--- src/rtl/iccm_uart_loader.sv ---
// UART boot loader for the ICCM: receives 8N1 bytes, packs them little-endian into
// words, writes consecutive ICCM addresses and holds the core in reset while loading.
module iccm_uart_loader #(
  parameter int          AddrWidth   = 12,
  parameter int          DataWidth   = 32,
  parameter int          ClkDivWidth = 16,
  parameter logic [63:0] EndWord     = 64'h0000_0000_0000_0FFF
) (
  input  logic                   clk_i,
  input  logic                   rst_ni,
  input  logic                   rx_i,
  input  logic [ClkDivWidth-1:0] clks_per_bit_i,
  input  logic                   rearm_i,
  output logic                   we_o,
  output logic [AddrWidth-1:0]   addr_o,
  output logic [DataWidth-1:0]   wdata_o,
  output logic                   core_rst_no,
  output logic                   done_o,
  output logic                   err_o,
  output logic [AddrWidth:0]     word_cnt_o
);

  localparam int Lanes = DataWidth / 8;
  localparam int LaneW = (Lanes > 1) ? $clog2(Lanes) : 1;
  localparam int CntW  = AddrWidth + 1;
  localparam logic [LaneW-1:0]     LastLane = LaneW'(Lanes - 1);
  localparam logic [DataWidth-1:0] EndVal   = EndWord[DataWidth-1:0];

  typedef enum logic [2:0] {B_IDLE, B_START, B_DATA, B_STOP, B_WAIT} bstate_e;
  typedef enum logic [1:0] {S_IDLE, S_LOAD, S_DONE} state_e;

  logic                   rx_s1_q, rx_s2_q, rx_prev_q;
  bstate_e                bst_q;
  logic [ClkDivWidth-1:0] div_q, cnt_q, div_d;
  logic [2:0]             bit_idx_q;
  logic [7:0]             shift_q;
  logic                   byte_vld_q, frame_err_q;

  state_e                 state_q;
  logic                   we_q, core_rst_nq, done_q, err_q;
  logic [AddrWidth-1:0]   addr_out_q, addr_q;
  logic [DataWidth-1:0]   wdata_q, word_q, word_d;
  logic [CntW-1:0]        wcnt_q;
  logic [LaneW-1:0]       lane_q;

  assign div_d = (clks_per_bit_i < ClkDivWidth'(2)) ? ClkDivWidth'(2) : clks_per_bit_i;

  always_comb begin
    word_d = word_q;
    for (int k = 0; k < Lanes; k++) begin
      if (lane_q == LaneW'(k)) word_d[8*k +: 8] = shift_q;
    end
  end

  // Bit engine: counters run in the synchronised domain; samples land mid-bit.
  always_ff @(posedge clk_i or negedge rst_ni) begin
    if (!rst_ni) begin
      rx_s1_q     <= 1'b1;
      rx_s2_q     <= 1'b1;
      rx_prev_q   <= 1'b1;
      bst_q       <= B_IDLE;
      div_q       <= ClkDivWidth'(2);
      cnt_q       <= '0;
      bit_idx_q   <= '0;
      shift_q     <= '0;
      byte_vld_q  <= 1'b0;
      frame_err_q <= 1'b0;
    end else begin
      rx_s1_q     <= rx_i;
      rx_s2_q     <= rx_s1_q;
      rx_prev_q   <= rx_s2_q;
      byte_vld_q  <= 1'b0;
      frame_err_q <= 1'b0;
      case (bst_q)
        B_IDLE: if (!rx_s2_q && rx_prev_q) begin
          div_q <= div_d;
          cnt_q <= (div_d >> 1) - ClkDivWidth'(1);
          bst_q <= B_START;
        end
        B_START: begin
          if (cnt_q == '0) begin
            if (rx_s2_q) begin
              bst_q <= B_IDLE;
            end else begin
              cnt_q     <= div_q - ClkDivWidth'(1);
              bit_idx_q <= '0;
              bst_q     <= B_DATA;
            end
          end else begin
            cnt_q <= cnt_q - ClkDivWidth'(1);
          end
        end
        B_DATA: begin
          if (cnt_q == '0) begin
            shift_q   <= {rx_s2_q, shift_q[7:1]};
            cnt_q     <= div_q - ClkDivWidth'(1);
            bit_idx_q <= bit_idx_q + 3'd1;
            if (bit_idx_q == 3'd7) bst_q <= B_STOP;
          end else begin
            cnt_q <= cnt_q - ClkDivWidth'(1);
          end
        end
        B_STOP: begin
          if (cnt_q == '0) begin
            if (rx_s2_q) begin
              byte_vld_q <= 1'b1;
              bst_q      <= B_IDLE;
            end else begin
              frame_err_q <= 1'b1;
              bst_q       <= B_WAIT;
            end
          end else begin
            cnt_q <= cnt_q - ClkDivWidth'(1);
          end
        end
        B_WAIT: if (rx_s2_q) bst_q <= B_IDLE;
        default: bst_q <= B_IDLE;
      endcase
    end
  end

  // Loader FSM: packs lanes, issues writes the cycle after a word completes.
  always_ff @(posedge clk_i or negedge rst_ni) begin
    if (!rst_ni) begin
      state_q     <= S_IDLE;
      we_q        <= 1'b0;
      addr_out_q  <= '0;
      wdata_q     <= '0;
      core_rst_nq <= 1'b1;
      done_q      <= 1'b0;
      err_q       <= 1'b0;
      wcnt_q      <= '0;
      addr_q      <= '0;
      lane_q      <= '0;
      word_q      <= '0;
    end else begin
      we_q <= 1'b0;
      if (frame_err_q) err_q <= 1'b1;
      case (state_q)
        S_IDLE, S_LOAD: if (byte_vld_q) begin
          state_q     <= S_LOAD;
          core_rst_nq <= 1'b0;
          word_q      <= word_d;
          if (lane_q == LastLane) begin
            lane_q <= '0;
            if (word_d == EndVal) begin
              state_q     <= S_DONE;
              done_q      <= 1'b1;
              core_rst_nq <= 1'b1;
            end else begin
              we_q       <= 1'b1;
              addr_out_q <= addr_q;
              wdata_q    <= word_d;
              wcnt_q     <= wcnt_q + CntW'(1);
              if (addr_q == '1) begin
                err_q       <= 1'b1;
                state_q     <= S_DONE;
                done_q      <= 1'b1;
                core_rst_nq <= 1'b1;
              end else begin
                addr_q <= addr_q + AddrWidth'(1);
              end
            end
          end else begin
            lane_q <= lane_q + LaneW'(1);
          end
        end
        S_DONE: if (rearm_i) begin
          state_q <= S_IDLE;
          done_q  <= 1'b0;
          err_q   <= 1'b0;
          lane_q  <= '0;
          addr_q  <= '0;
          wcnt_q  <= '0;
        end
        default: state_q <= S_IDLE;
      endcase
    end
  end

  assign we_o        = we_q;
  assign addr_o      = addr_out_q;
  assign wdata_o     = wdata_q;
  assign core_rst_no = core_rst_nq;
  assign done_o      = done_q;
  assign err_o       = err_q;
  assign word_cnt_o  = wcnt_q;

endmodule

--- config.mk ---
export PLATFORM = sky130hd
export DESIGN_NAME = iccm_uart_loader
export DESIGN_NICKNAME = d
export VERILOG_FILES = /design/src/rtl/iccm_uart_loader.sv
export SDC_FILE = /design/constraint.sdc
export NUM_CORES = 1
export LEC_CHECK = 0
export BUFFER_PORTS_ARGS = -buffer_cell sky130_fd_sc_hd__buf_4
export CELL_PAD_IN_SITES_DETAIL_PLACEMENT = 0
export CELL_PAD_IN_SITES_GLOBAL_PLACEMENT = 1
export CORE_MARGIN = 10
export CORE_UTILIZATION = 50
export DETAILED_ROUTE_END_ITERATION = 6
export PLACE_DENSITY_LB_ADDON = 0.1
export SETUP_SLACK_MARGIN = 0.4
export SLEW_MARGIN = 20
export SYNTH_ARGS = -nofsm -noshare
export SYNTH_HDL_FRONTEND = slang
export SYNTH_SLANG_ARGS = --single-unit
--- constraint.sdc ---
create_clock -name clk_i -period 5.3 [get_ports clk_i]
set_clock_uncertainty 0.15 [all_clocks]
set_input_delay 1.06 -clock clk_i [delete_from_list [all_inputs] [get_ports clk_i]]
set_output_delay 1.06 -clock clk_i [all_outputs]
set_load 0.1 [all_outputs]
======== Yosys cells after proc, flatten, opt, wreduce, memory -nomap -nowiden ========
Index checks and enable logic that the tools add are counted.
storage, ports and cells
  output and inout bits ................... 61
  bits in registers ....................... 160
  input port bits ......................... 20
  logic and storage cells ................. 149
operators by class
  add/sub/neg operators ................... 7
  mux-type cells .......................... 70
  reductions and logical operators ........ 22
  order comparisons ....................... 1
  bitwise gates (word level) .............. 1
  equal/unequal tests ..................... 27
operators with widths
  cell                                                                     count
  16-bit 2-to-1 mux                                                        6
  16-bit one-hot mux with 4 select lines                                   1
  12-bit 2-to-1 mux                                                        5
  13-bit 2-to-1 mux                                                        4
  32-bit by 12-bit equality test with 1-bit output, second input constant  1
  8-bit 2-to-1 mux                                                         4
  16-bit by 1-bit subtractor with 16-bit output, second input constant     2
  3-bit 2-to-1 mux                                                         10
  2-bit inequality test, second input constant                             13
  13-bit one-hot mux with 2 select lines                                   1
  1-bit 2-to-1 mux                                                         24
  12-bit one-hot mux with 2 select lines                                   1
  16-bit zero test                                                         1
  16-bit by 2-bit < comparator with 1-bit output, second input constant    1
  2-bit 2-to-1 mux                                                         8
  15-bit by 1-bit subtractor with 16-bit output, second input constant     1
  3-bit one-hot mux with 5 select lines                                    1
  13-bit by 1-bit adder with 13-bit output, second input constant          1
  12-bit by 1-bit adder with 12-bit output, second input constant          1
  12-bit equality test, second input constant                              1
  4-bit AND reduction                                                      3
  6-bit AND reduction                                                      2
  5-bit AND reduction                                                      2
  2-bit one-hot mux with 2 select lines                                    2
  20 further kinds                                                         32

======== Longest topological paths before layout ========
  word-level depth ........................ 7
  gate-level depth with buffers ........... 13
  depth with buffers taken out ............ 10

======== Least setup slack after synthesis ========
OpenSTA, ideal clock, no wires.
  path type ............................... input -> register
  start point ............................. input port clks_per_bit_i[12]
  end point ............................... register cnt_q[14]
  stages .................................. 11
  data arrival time ....................... 3329 ps
  setup time .............................. 126 ps
  required time ........................... 5024 ps
  slack ................................... 1695 ps
  path buffers ............................ 1
  cells stage by stage .................... or4_1 > clkbuf_1 > nor4b_1 > a21oi_1 > ha_1 > nor4b_1 > nand2_1 > nor3_1 > xnor2_1 > nor2_1 > a221o_1
between the ends
  longest elaborated chain between the ends .. 5
RTL lines
  element                                            line  text
  from (decl)                                        12    input logic [ClkDivWidth-1:0] clks_per_bit_i,
  16-bit by 2-bit < comparator with 1-bit output     46    assign div_d = (clks_per_bit_i < ClkDivWidth'(2)) ? ClkDivWidth'(2) : clks_per_bit_i;
  16-bit 2-to-1 mux (*)                              46
  15-bit by 1-bit subtractor with 16-bit output (*)  77    cnt_q <= (div_d >> 1) - ClkDivWidth'(1);
  16-bit 2-to-1 mux (*)                              75    B_IDLE: if (!rx_s2_q && rx_prev_q) begin
  16-bit one-hot mux with 4 select lines (*)         74    case (bst_q)
  to (signal assigned)                               77
  to (signal assigned)                               85    cnt_q <= div_q - ClkDivWidth'(1);
  to (signal assigned)                               90    cnt_q <= cnt_q - ClkDivWidth'(1);
  to (decl)                                          34    logic [ClkDivWidth-1:0] div_q, cnt_q, div_d;
Mark *: on every way between the ends. The rest lies on a longest branch, timed or not. The select of a mux whose other input is x is not followed.
A chain may end at the register's enable or synchronous reset.

======== Worst setup path after layout ========
Same ends and word-level chain as after synthesis.

==> results.cfg <==
[run_status]
run_status = finished, final reports clean

[routing]
remaining_drc_errors = 0
drt-total-wl_um = 20000
post_drt_wl_per_cell_um = 18.1
vias = 6468
drt_iter0_markers = 473
number_of_vias_per_cell_after_detailed_routing = 5.86
dr.pass1.iters = 6
detail-route-antenna-nets = 0

[global_route]
first_global_vias = 6422
grt_max_degree = 73
grt.total_usage = 0.186
grt_overflow = 0
wire_length_of_the_first_global_routing_pass_um = 33400
antenna_found_initial = 0

[pwr]
total_leakage_power_nw = 4.27
switchingPower_mw = 0.992
portion_of_total_power_attributed_to_combinational_logic = 0.174
power_density_mw_per_mm2 = 346
internal_power_mw = 2.28
power.share.clock = 0.361
power.ir.vdd_worst_v = 0.000240
p_sw_frac = 0.303
power.share.sequential = 0.466
fin_total_pwr_mw = 3.27

[yosys]
yosysSeqAreaShare = 0.491
synth_cell_types = 67
post_synth_main_area_contributors = dfrtp_1, mux2_2, nand2_1, o21ai_0, mux2i_1
syn_nets = 849
synth-edff-count = 0
netlist_instances = 818
ys.warnings.count = 0
yosys_register_bits = 160
synth_top_area_frac = 0.475
netlist_area_pre_place_mm2 = 0.00817
netlist.top_cell.by_area = dfrtp_1
yosys-top-cells-count = dfrtp_1, nand2_1, o21ai_0, mux2_2, nor2_1
yosys.cell_count.top_type = dfrtp_1
postSynth.topFlopCell = dfrtp_1
avgSynthCellArea_um2 = 9.99
synth_async_sr_flop_share = 1.00

[timing]
slew_headroom = 0.219
tns_ns = 0
maximum_clock_rate_ghz = 0.271
final_hold_violation_count = 0
timing.hold.ws_ns = 0.206
timing.final.crit_share = 0.696
grt_setup_unrepaired = false
finalSetupViolations = 0
final.min_clock_period_ns = 3.69
worst_pin_slew_ns = 1.17
report.final.slew_viol_count = 0

[clock_network]
cts.htree.levels = 4
cts_repair_resize_count = 0
post-cts-setup-buffers = 0
cts.clk_slew.worst_paths_ns = 0.06
number_of_buffers_inserted_by_hold_repair_at_cts = 0
clk_latency_ns = 0.43
clock-sinks = 160
root_buffer = clkbuf_16
max-clock-path-buffers = 2
tritoncts.num_buffers = 17
cts_tree = built

[worst_setup_path]
crit_chain = buf_4, or4_1, nor4b_1, a21oi_1, ha_1, nor4b_1, nand2_1, nor3_1, xnor2_1, nor2_1, a221o_1
timing.critical_path.slowest_stage_cell = nor4b_1
worstSetupEndpointType = flop
worstPathRequired_ns = 5.46
cp_common_cell = nor4b_1
cp_slowest_stage_delay_ns = 0.65
critPathTopFamily = simple AND/OR/NAND/NOR gates
arrival_ns = 3.85
count_of_buffer_and_inverter_cells_on_the_critical_path = 1
path_max_fanout = 6
path_class = input pin to flop
timing.critical_path.from_type = input pin

[placement]
port_buffers = 80
gpl_wtd_cong = 0.886
dp.final_hpwl_um = 13900

[cells_and_area]
num-nets-final = 904
layout-drive-gt1-share = 0.216
fillers = 1381
syn2layout_area_growth_pct = 15.7

[floorplan]
pin_count = 81
start_util = 0.513
die_area_mm2 = 0.0219
horizontal_die_dimension_um = 148
floorplan.rows = 46
die_height_um = 148
core_region_area_mm2 = 0.0159

[job]
max_cap_viol_count = 0

[worst_hold_path]
hold_path.class = flop to flop
## routing by layer
metal / GRT usage / up-vias / part of all wire
li1: - / 3081 / -
met1: 0.242 / 3222 / 0.45
met2: 0.303 / 143 / 0.49
met3: 0.0424 / 22 / 0.049
met4: 0.0525 / 0 / 0.012
met5: 0 / - / 0
## worst reg2reg max path, stage by stage, from the launching register on
cell and delay (ns):
dfrtp_1 0.40, inv_1 0.10, ha_1 0.64, mux2i_1 0.28
or4_1 0.47, a211o_1 0.32, o31ai_4 0.25, buf_4 0.48
mux2_2 0.43
## flip-flops by register name, summed over array words and instances, names as in the netlist, 2 cells and up
signal and count:
bit_idx_q 3, state_q 2, lane_q 2, addr_q 12, bst_q 3, div_q 16, word_cnt_o 13, word_q 32
shift_q 8, addr_o 12, cnt_q 16, wdata_o 32
## power by group through the flow
stage               clock (mW)  sequential (mW)  combinational (mW)
finish                    1.18             1.52               0.568
global route              1.26             1.55               0.640
CTS                       1.21             1.52               0.569
detailed placement           0             1.54               0.566
global placement             0             1.54               0.551
floorplan                    0             1.52               0.401
## final cells by class
cell class                 count  area [um^2]  area share
multi-input combinational    587         3870       0.410
timing repair buffer          88          664      0.0703
clock inverter                 8         81.3     0.00860
antenna                        1         2.50    0.000265
clock buffer                  24          482      0.0510
tap                          216          270      0.0286
inverter                      19         71.3     0.00754
sequential                   160         4010       0.424
## stage by stage
step	setup WS, ns	util	instances	area [um^2]
floorplan	1.69	-	818	8170
global placement	1.28	0.557	1070	8880
detailed placement	1.21	0.557	1070	8880
CTS	1.67	0.593	1102	9450
global route	1.42	0.593	1102	9450
finish	1.61	0.593	1103	9450
## cell usage in the layout (no fill, tap or decap), types with 4 or more instances in the layout
master       n
nor2b_1      6
or2_2        4
ha_1        11
nand4_1      9
xor2_1       6
nand2_1    116
clkbuf_16   17
a31oi_1      6
o211ai_1    11
nand3_1     21
o31ai_1     14
buf_4       87
a22oi_1      6
a22o_1       7
o2bb2ai_1    4
or4_1       16
nand2b_1     8
o21ai_0     61
or3_1        9
mux2_2      57
inv_1       18
nor4b_1      5
dfrtp_1    155
nor4_1      12
dfstp_2      5
o41ai_1      4
mux2i_1     30
a21oi_1     20
xnor2_1     17
nor3_1      26
nor2_1      43
nor3b_1      4
clkbuf_1     4
and3_1       5
## final timing paths
| kind | start | endpoint | slack (ns) | cells after the start |
|---|---|---|---|---|
| setup / recovery | clks_per_bit_i[12] | cnt_q[14] | 1.61 | 11 |
| hold / removal | rx_s1_q | rx_s2_q | 0.21 | 0 |
| setup reg to reg | lane_q[1] | addr_o[9] | 1.68 | 8 |
| hold reg to reg | rx_s1_q | rx_s2_q | 0.21 | 0 |
| max in group asynchronous | rst_ni | cnt_q[9] | 3.42 | 2 |
| min in group asynchronous | rst_ni | addr_o[8] | 0.47 | 1 |
## cells by family (layout without fill, tap and decap cells)
kind of cell    Yosys count  count (layout)  share of synthesized area
simple gates            291             291                      0.172
mux                      87              87                      0.115
xor+xnor                 23              23                     0.0246
compound gates          175             175                      0.143
buf+inv                  71             139                     0.0375
fa+ha+maj                11              11                     0.0168
flops                   160             160                      0.491
other cells               0               1                          0
(Power assumes the default switching activity.)
